[config.mk]
export PLATFORM = sky130hd
export DESIGN_NAME = bram_port_arbiter
export DESIGN_NICKNAME = d
export VERILOG_FILES = /design/src/rtl/bram_arb_pkg.sv /design/src/rtl/bram_arb_rr2.sv /design/src/rtl/bram_port_arbiter.sv
export SDC_FILE = /design/constraint.sdc
export NUM_CORES = 1
export LEC_CHECK = 0
export ABC_AREA = 1
export BUFFER_PORTS_ARGS = -buffer_cell sky130_fd_sc_hd__buf_2
export CAP_MARGIN = 25
export CORE_MARGIN = 1
export CORE_UTILIZATION = 52
export DETAILED_ROUTE_END_ITERATION = 16
export PLACE_DENSITY = 0.86
export SYNTH_ARGS = -nofsm -noshare
export SYNTH_HDL_FRONTEND = slang
export SYNTH_SLANG_ARGS = --single-unit
[constraint.sdc]
create_clock -name clk -period 3.1 [get_ports clk]
set_input_delay 0.31 -clock clk [delete_from_list [all_inputs] [get_ports clk]]
set_output_delay 0.31 -clock clk [all_outputs]
set_load 0.005 [all_outputs]
[src/rtl/bram_arb_pkg.sv]
// Shared constants for the two-port BRAM arbiter: FSM encodings, owner ids and default widths.
package bram_arb_pkg;

  localparam int unsigned ADDR_W_DEF = 16;
  localparam int unsigned DATA_W_DEF = 16;
  localparam int unsigned RD_LAT_DEF = 1;

  // Wait counter must hold the largest legal read latency (4).
  localparam int unsigned CNT_W = 3;

  localparam logic [1:0] IDLE  = 2'd0;
  localparam logic [1:0] ISSUE = 2'd1;
  localparam logic [1:0] WAIT  = 2'd2;

  localparam logic OWN_CPU = 1'b0;
  localparam logic OWN_VID = 1'b1;

endpackage

[src/rtl/bram_arb_rr2.sv]
// Combinational two-way round-robin picker: on a tie the port that did not win last time wins.
module bram_arb_rr2
  import bram_arb_pkg::*;
(
  input  logic req_cpu,
  input  logic req_vid,
  input  logic last_owner,
  output logic grant_valid,
  output logic grant_owner
);

  always_comb begin
    grant_valid = req_cpu | req_vid;
    if (req_cpu && req_vid) begin
      grant_owner = ~last_owner;
    end else if (req_vid) begin
      grant_owner = OWN_VID;
    end else begin
      grant_owner = OWN_CPU;
    end
  end

endmodule

[src/rtl/bram_port_arbiter.sv]
// Shares one single-port BRAM between the CPU and video requesters; accesses are serialised
// through IDLE -> ISSUE (-> WAIT for reads) and read data returns with a one-cycle valid pulse.
module bram_port_arbiter
  import bram_arb_pkg::*;
#(
  parameter int unsigned ADDR_W = ADDR_W_DEF,
  parameter int unsigned DATA_W = DATA_W_DEF,
  parameter int unsigned RD_LAT = RD_LAT_DEF
) (
  input  logic              clk,
  input  logic              reset,
  input  logic              cpu_req,
  input  logic              cpu_we,
  input  logic [ADDR_W-1:0] cpu_addr,
  input  logic [DATA_W-1:0] cpu_wdata,
  output logic              cpu_ack,
  output logic [DATA_W-1:0] cpu_rdata,
  output logic              cpu_rvalid,
  input  logic              vid_req,
  input  logic              vid_we,
  input  logic [ADDR_W-1:0] vid_addr,
  input  logic [DATA_W-1:0] vid_wdata,
  output logic              vid_ack,
  output logic [DATA_W-1:0] vid_rdata,
  output logic              vid_rvalid,
  output logic              mem_en,
  output logic              mem_we,
  output logic [ADDR_W-1:0] mem_addr,
  output logic [DATA_W-1:0] mem_wdata,
  input  logic [DATA_W-1:0] mem_rdata
);

  logic [1:0]       state_q, state_d;
  logic             last_owner_q;
  logic             owner_q;
  logic             we_q;
  logic [ADDR_W-1:0] addr_q;
  logic [DATA_W-1:0] wdata_q;
  logic [CNT_W-1:0] cnt_q, cnt_d;
  logic             grant_valid;
  logic             grant_owner;
  logic             grant;
  logic             ret;

  bram_arb_rr2 u_rr2 (
    .req_cpu    (cpu_req),
    .req_vid    (vid_req),
    .last_owner (last_owner_q),
    .grant_valid(grant_valid),
    .grant_owner(grant_owner)
  );

  always_comb begin
    state_d = state_q;
    cnt_d   = cnt_q;
    grant   = 1'b0;
    ret     = 1'b0;
    case (state_q)
      IDLE: begin
        if (grant_valid) begin
          grant   = 1'b1;
          state_d = ISSUE;
        end
      end
      ISSUE: begin
        if (we_q) begin
          state_d = IDLE;
        end else begin
          cnt_d   = CNT_W'(RD_LAT);
          state_d = WAIT;
        end
      end
      WAIT: begin
        cnt_d = cnt_q - CNT_W'(1);
        // Count of 1 marks the cycle in which mem_rdata carries the issued read.
        if (cnt_q == CNT_W'(1)) begin
          ret     = 1'b1;
          state_d = IDLE;
        end
      end
      default: state_d = IDLE;
    endcase
  end

  always_ff @(posedge clk or posedge reset) begin
    if (reset) begin
      state_q      <= IDLE;
      last_owner_q <= OWN_VID;
      owner_q      <= OWN_CPU;
      we_q         <= 1'b0;
      addr_q       <= '0;
      wdata_q      <= '0;
      cnt_q        <= '0;
      cpu_rdata    <= '0;
      vid_rdata    <= '0;
      cpu_rvalid   <= 1'b0;
      vid_rvalid   <= 1'b0;
    end else begin
      state_q    <= state_d;
      cnt_q      <= cnt_d;
      cpu_rvalid <= ret && (owner_q == OWN_CPU);
      vid_rvalid <= ret && (owner_q == OWN_VID);
      if (grant) begin
        owner_q      <= grant_owner;
        last_owner_q <= grant_owner;
        if (grant_owner == OWN_VID) begin
          we_q    <= vid_we;
          addr_q  <= vid_addr;
          wdata_q <= vid_wdata;
        end else begin
          we_q    <= cpu_we;
          addr_q  <= cpu_addr;
          wdata_q <= cpu_wdata;
        end
      end
      if (ret && (owner_q == OWN_CPU)) cpu_rdata <= mem_rdata;
      if (ret && (owner_q == OWN_VID)) vid_rdata <= mem_rdata;
    end
  end

  assign mem_en    = (state_q == ISSUE);
  assign mem_we    = mem_en & we_q;
  assign mem_addr  = addr_q;
  assign mem_wdata = wdata_q;
  assign cpu_ack   = mem_en & (owner_q == OWN_CPU);
  assign vid_ack   = mem_en & (owner_q == OWN_VID);

endmodule

==> Word level (Yosys, flattened, before mapping) <==
Index checks and enable logic that the tools add are counted.
Widths: inputs -> output; s select.
{ "word_totals": {"ff_bits": 74, "input_bits": 86, "output_inout_bits": 70, "wordCells": 46} }
{ "classes": {"add_sub_neg": 1, "eq_ne": 6, "mux": 15, "n_bitwise": 6, "n_reduce_logical": 7} }
{ "ops": {"columns": ["cell", "n"], "rows": [
  ["$mux 16", 2],
  ["$mux 1", 7],
  ["$mux 2", 3],
  ["$ne 2x2->1 const B", 3],
  ["$pmux 2 s3", 1],
  ["$pmux 3 s2", 1],
  ["$reduce_and 2->1", 2],
  ["$and 1x1->1", 3],
  ["$eq 3x1->1 const B", 1],
  ["$logic_and 1x1->1", 3],
  ["$mux 3", 1],
  ["$sub 3x1->3 const B", 1],
  ["$eq 2x1->1 const B", 1],
  ["$eq 2x2->1 const B", 1],
  ["$logic_not 2->1", 1],
  ["$not 1->1", 2],
  ["$reduce_bool 2->1", 1],
  ["$or 1x1->1", 1]
]} }

==> Depth between registers and ports, before layout <==
{ "logic_depth": {"word_depth": 4, "ltp_mapped": 8} }

==> Cells and area by module <==
Synthesis repeated with hierarchy kept, for this count alone.
{ "hier_totals": {"cells_unflattened": 435, "area_unflattened_um2": 3478.3} }
{ "modules_own_cells": {"columns": ["mod", "n_inst", "cells_each", "area_per_inst_um2", "seq_area_each_um2"], "rows": [
  ["bram_port_arbiter", 1, 432, 3463.3, 1853.0],
  ["bram_arb_rr2", 1, 3, 15.0, 0.0]
]} }

==> Least setup slack after synthesis <==
Ideal clock, no wire load.
{ "synth_timing": {"kind": "reg-to-reg", "from": "reg cnt_q[1]", "to": "reg vid_rdata[0]", "setup_ps": 117, "t_arrival_ps": 1152, "required_time_ps": 2983, "setup_slack_ps": 1831, "stages_incl_launch_ff": 9, "n_path_buf": 1, "period_less_slack_ps": 1269, "cell_sequence": "dfrtp_1 -> inv_1 -> ha_1 -> nand2_1 -> inv_1 -> nand3_4 -> buf_6 -> nand2_1 -> nand2_1"} }
{ "synth_via": {"elab_chain_cells": 4} }
{ "synth_lines": {"columns": ["item", "line", "source"], "rows": [
  ["start, declared", "bram_port_arbiter.sv:39", "logic [CNT_W-1:0] cnt_q, cnt_d;"],
  ["start signal, assigned", "bram_port_arbiter.sv:100", "cnt_q <= cnt_d;"],
  ["$eq 3x1->1", "bram_port_arbiter.sv:76", "if (cnt_q == CNT_W'(1)) begin"],
  ["$mux 1", "bram_port_arbiter.sv:76", null],
  ["$mux 1", "bram_port_arbiter.sv:58", "case (state_q)"],
  ["$logic_and 1x1->1", "bram_port_arbiter.sv:117", "if (ret && (owner_q == OWN_VID)) vid_rdata <= mem_rdata;"],
  ["end signal, assigned", "bram_port_arbiter.sv:117", null],
  ["end, declared", "bram_port_arbiter.sv:24", "output logic [DATA_W-1:0] vid_rdata,"]
]} }
Every way passes these cells.
A chain may end at the register's enable or synchronous reset.

==> Final worst setup path <==
{ "layout_timing": {"from": "reg last_owner_q", "to": "reg owner_q"} }
{ "layout_via": {"elab_chain_cells": 2} }
{ "layout_lines": {"columns": ["item", "line", "source"], "rows": [
  ["start, declared", "bram_port_arbiter.sv:34", "logic last_owner_q;"],
  ["start signal, assigned", "bram_port_arbiter.sv:105", "last_owner_q <= grant_owner;"],
  ["$not 1->1", "bram_arb_rr2.sv:15", "grant_owner = ~last_owner;"],
  ["$mux 1", "bram_arb_rr2.sv:14", "if (req_cpu && req_vid) begin"],
  ["end signal, assigned", "bram_port_arbiter.sv:104", "owner_q <= grant_owner;"],
  ["end, declared", "bram_port_arbiter.sv:35", "logic owner_q;"]
]} }
Every way passes these cells.

==> flow_summary_export.csv <==
group,metric,value,unit
synth,synth_fa_ha_area_share,0.688,%
clock_network,clk_path_buf_depth,2,
critical_path,crit_required,3.30,ns
run,max_cap_violations,0,
synth,yosys_warnings,0,
clock_network,cts_sinks,74,
sta,slew_viol_final,0,
place,place_inst,689,
sta,setup_violations,0,
sta,max_freq,514,MHz
cells_and_area,fin_cells,705,
clock_network,ctsResizeCount,0,
cells_and_area,antenna_cells,0,
sta,finalHoldViolCount,0,
synth,synth-edff-count,0,
hold_path,hp-class,"in -> async",
detailed_routing,drt-initial-drc-count,128,
synth,synth_compound_area_share,0.275,%
power_and_ir_drop,power_switching,1.62,mW
sta,worst_slew_pin_slew,0.882,ns
synth,synth_largest_area_cell,"dfrtp_1",
power_and_ir_drop,sequentialPowerShare,40.5,%
global_route,overflow,0,
synth,synth_top_cell_area_share,50.2,%
global_route,track_usage,24.7,%
die,core,6760,um^2
detailed_routing,wl_per_cell,12.3,um
critical_path,start_kind,"flip-flop",
clock_network,cts_tree,"done",
place,routabilityCongestion,0.811,
synth,synth_area_leaders,"dfrtp_1 50%, nand2_1 18%, nand3_1 14%",
synth,ys_seq_area_share,51.0,%
detailed_routing,vias,3540,
power_and_ir_drop,swShare,38.3,%
clock_network,post_cts_buffers,0,
die,start_util,53.8,%
global_route,grt_start_max_net_pins,45,
power_and_ir_drop,p_leak,2.85,nW
sta,rsz0062_at_grt,"false",
sta,tns,0,ns
cells_and_area,drive_gt1_share,30.9,%
synth,synth-seq-cells,74,
detailed_routing,viasPerCell,5.02,
detailed_routing,dr.pass1.iters,5,
place,numPortBuffers,155,
clock_network,cts.hold.buffers_added,0,
clock_network,htree_num_levels,3,
die,die-area,7330,um^2
critical_path,path_class,"reg -> reg",
global_route,grt_pass1_wl,14400,um
detailed_routing,finalWirelength,8690,um
sta,post-route-min-period,1.95,ns
place,hpwl,6130,um
outcome,outcome,"finished, final reports clean",
power_and_ir_drop,ir_drop,0.000395,V
global_route,antenna_found_initial,0,
clock_network,clk_latency,0.34,ns
synth,synth_xor_area_share,0,%
synth,synth_fp_nets,562,
power_and_ir_drop,power_density,910,nW/um^2
clock_network,cts_root_buf,"clkbuf_8",
power_and_ir_drop,pwr-share-comb,39.7,%
detailed_routing,drc,0,
synth,synth_ff_type,"dfrtp_1",
detailed_routing,postRouteAntennaNets,0,
global_route,grt_pass1_vias,3312,
critical_path,critPathArrivalTime,2.14,ns
die,row_count,30,
sta,skew,0.0125,ns
synth,synth_top_family_by_area,"simple AND/OR/NAND/NOR gates",
power_and_ir_drop,power.internal,2.60,mW
clock_network,clk_pin_slew_worst_paths,0.08,ns
critical_path,timing.critical_path.fanout_max,34,
die,die_h,85.6,um
cells_and_area,area_delta_synth_final,27.3,%
sta,slew_headroom,41.1,%
cells_and_area,fillers,574,
sta,finalCritPeriodShare,62.8,%
die,die_width,85.6,um
clock_network,numCtsBuffers,9,
synth,syn_area,3640,um^2
critical_path,end_kind,"flip-flop",
synth,synthTopCellsByCount,"175 x nand2_1, 101 x nand3_1, 76 x inv_1, 73 x dfrtp_1, 8 x buf_2",
synth,ys_types,19,
synth,yosysMostFrequentCell,"nand2_1",
synth,postSynthAreaPerCell,7.67,um^2
synth,synthSimpleGateAreaFrac,35.9,%
synth,async_reset_ff_share,100,%
synth,synthCells,474,
synth,synthMuxAreaShare,0,%
power_and_ir_drop,p_clk_share,19.8,%
die,io_pins,156,
cells_and_area,fin_nets,708,
==> logic make-up (layout without fill, tap and decap cells) <==
kind of cell,count (synthesis),in the layout
buffers and inverters,104,255
adder cells (fa/ha/maj),2,2
AO/OA/AOI/OAI,2,2
flip-flops,74,74
AND/OR/NAND/NOR,292,292
==> placed cells by master, fill, tap and decap left out, drive strengths merged <==
cell,instances
dfrtp,73
o21ai,2
clkbuf,10
inv,80
nand2,179
buf,159
nor2,8
bufinv,2
or2,2
clkinv,3
ha,2
clkinvlp,1
nand3,103
dfstp,1
==> layout make-up <==
cell class	count	area [um^2]	area share (%)
clock inverters	6	90.1	1.95
repair buffers	159	806	17.4
well taps	80	100	2.16
inverters	80	303	6.54
clock buffers	10	138	2.97
flip-flops and latches	74	1850	40.0
multi-input cells	296	1340	28.9
==> sequential cells by signal, summed over array words and instances (netlist names) <==
name / flops
cnt_q: 3
cpu_rdata: 16
cpu_rvalid: 1
last_owner_q: 1
mem_addr: 16
mem_wdata: 16
owner_q: 1
state_q: 2
vid_rdata: 16
vid_rvalid: 1
we_q: 1
==> worst max-delay path: stages, from the launching register on <==
cell and delay, ns:
dfstp_2 0.54, nand2_2 0.37, nand2_2 0.64, inv_1 0.08
nand2_1 0.10, o21ai_0 0.08
==> final timing paths <==
path | from | end | slack, ns | cells past startpoint
setup / recovery | last_owner_q | owner_q | 1.15 | 5
hold / removal | reset | cpu_rvalid | 0.15 | 2
setup reg to reg | last_owner_q | owner_q | 1.15 | 5
hold reg to reg | vid_rdata[2] | vid_rdata[2] | 0.47 | 2
max in group asynchronous | reset | vid_rdata[8] | 2.19 | 3
min in group clk | mem_rdata[5] | vid_rdata[5] | 0.22 | 3
==> power groups by stage <==
stage / Sequential, mW / Combinational (mW) / Clock, mW
detailed placement: 1.71 / 1.70 / 0
floorplan: 1.74 / 0.983 / 0
global route: 1.76 / 1.91 / 0.897
finish: 1.70 / 1.67 / 0.836
CTS: 1.70 / 1.69 / 0.849
global placement: 1.69 / 1.64 / 0
==> metrics by stage <==
step	setup WS, ns	instance area [um^2]	total power [mW]	hold WS [ns]	utilization [%]
6_report	1.15	4630	4.21	0.148	68.5
5_1_grt	0.956	4630	4.56	0.221	68.5
4_1_cts	1.12	4630	4.24	0.197	68.5
3_5_place_dp	1.13	4400	3.40	0.453	65.1
3_3_place_gp	1.17	4400	3.34	0.449	65.1
2_1_floorplan	0.910	3640	2.73	0.449	-
==> layer usage <==
metal	share of wire (%)	GRT usage, %	vias up
li1	-	-	1731
met2	48	43.7	168
met5	0	0	-
met4	1.2	8.79	0
met3	7.8	6.16	11
met1	43	29.3	1630
No activity file was read; power rests on OpenSTA's default activity.
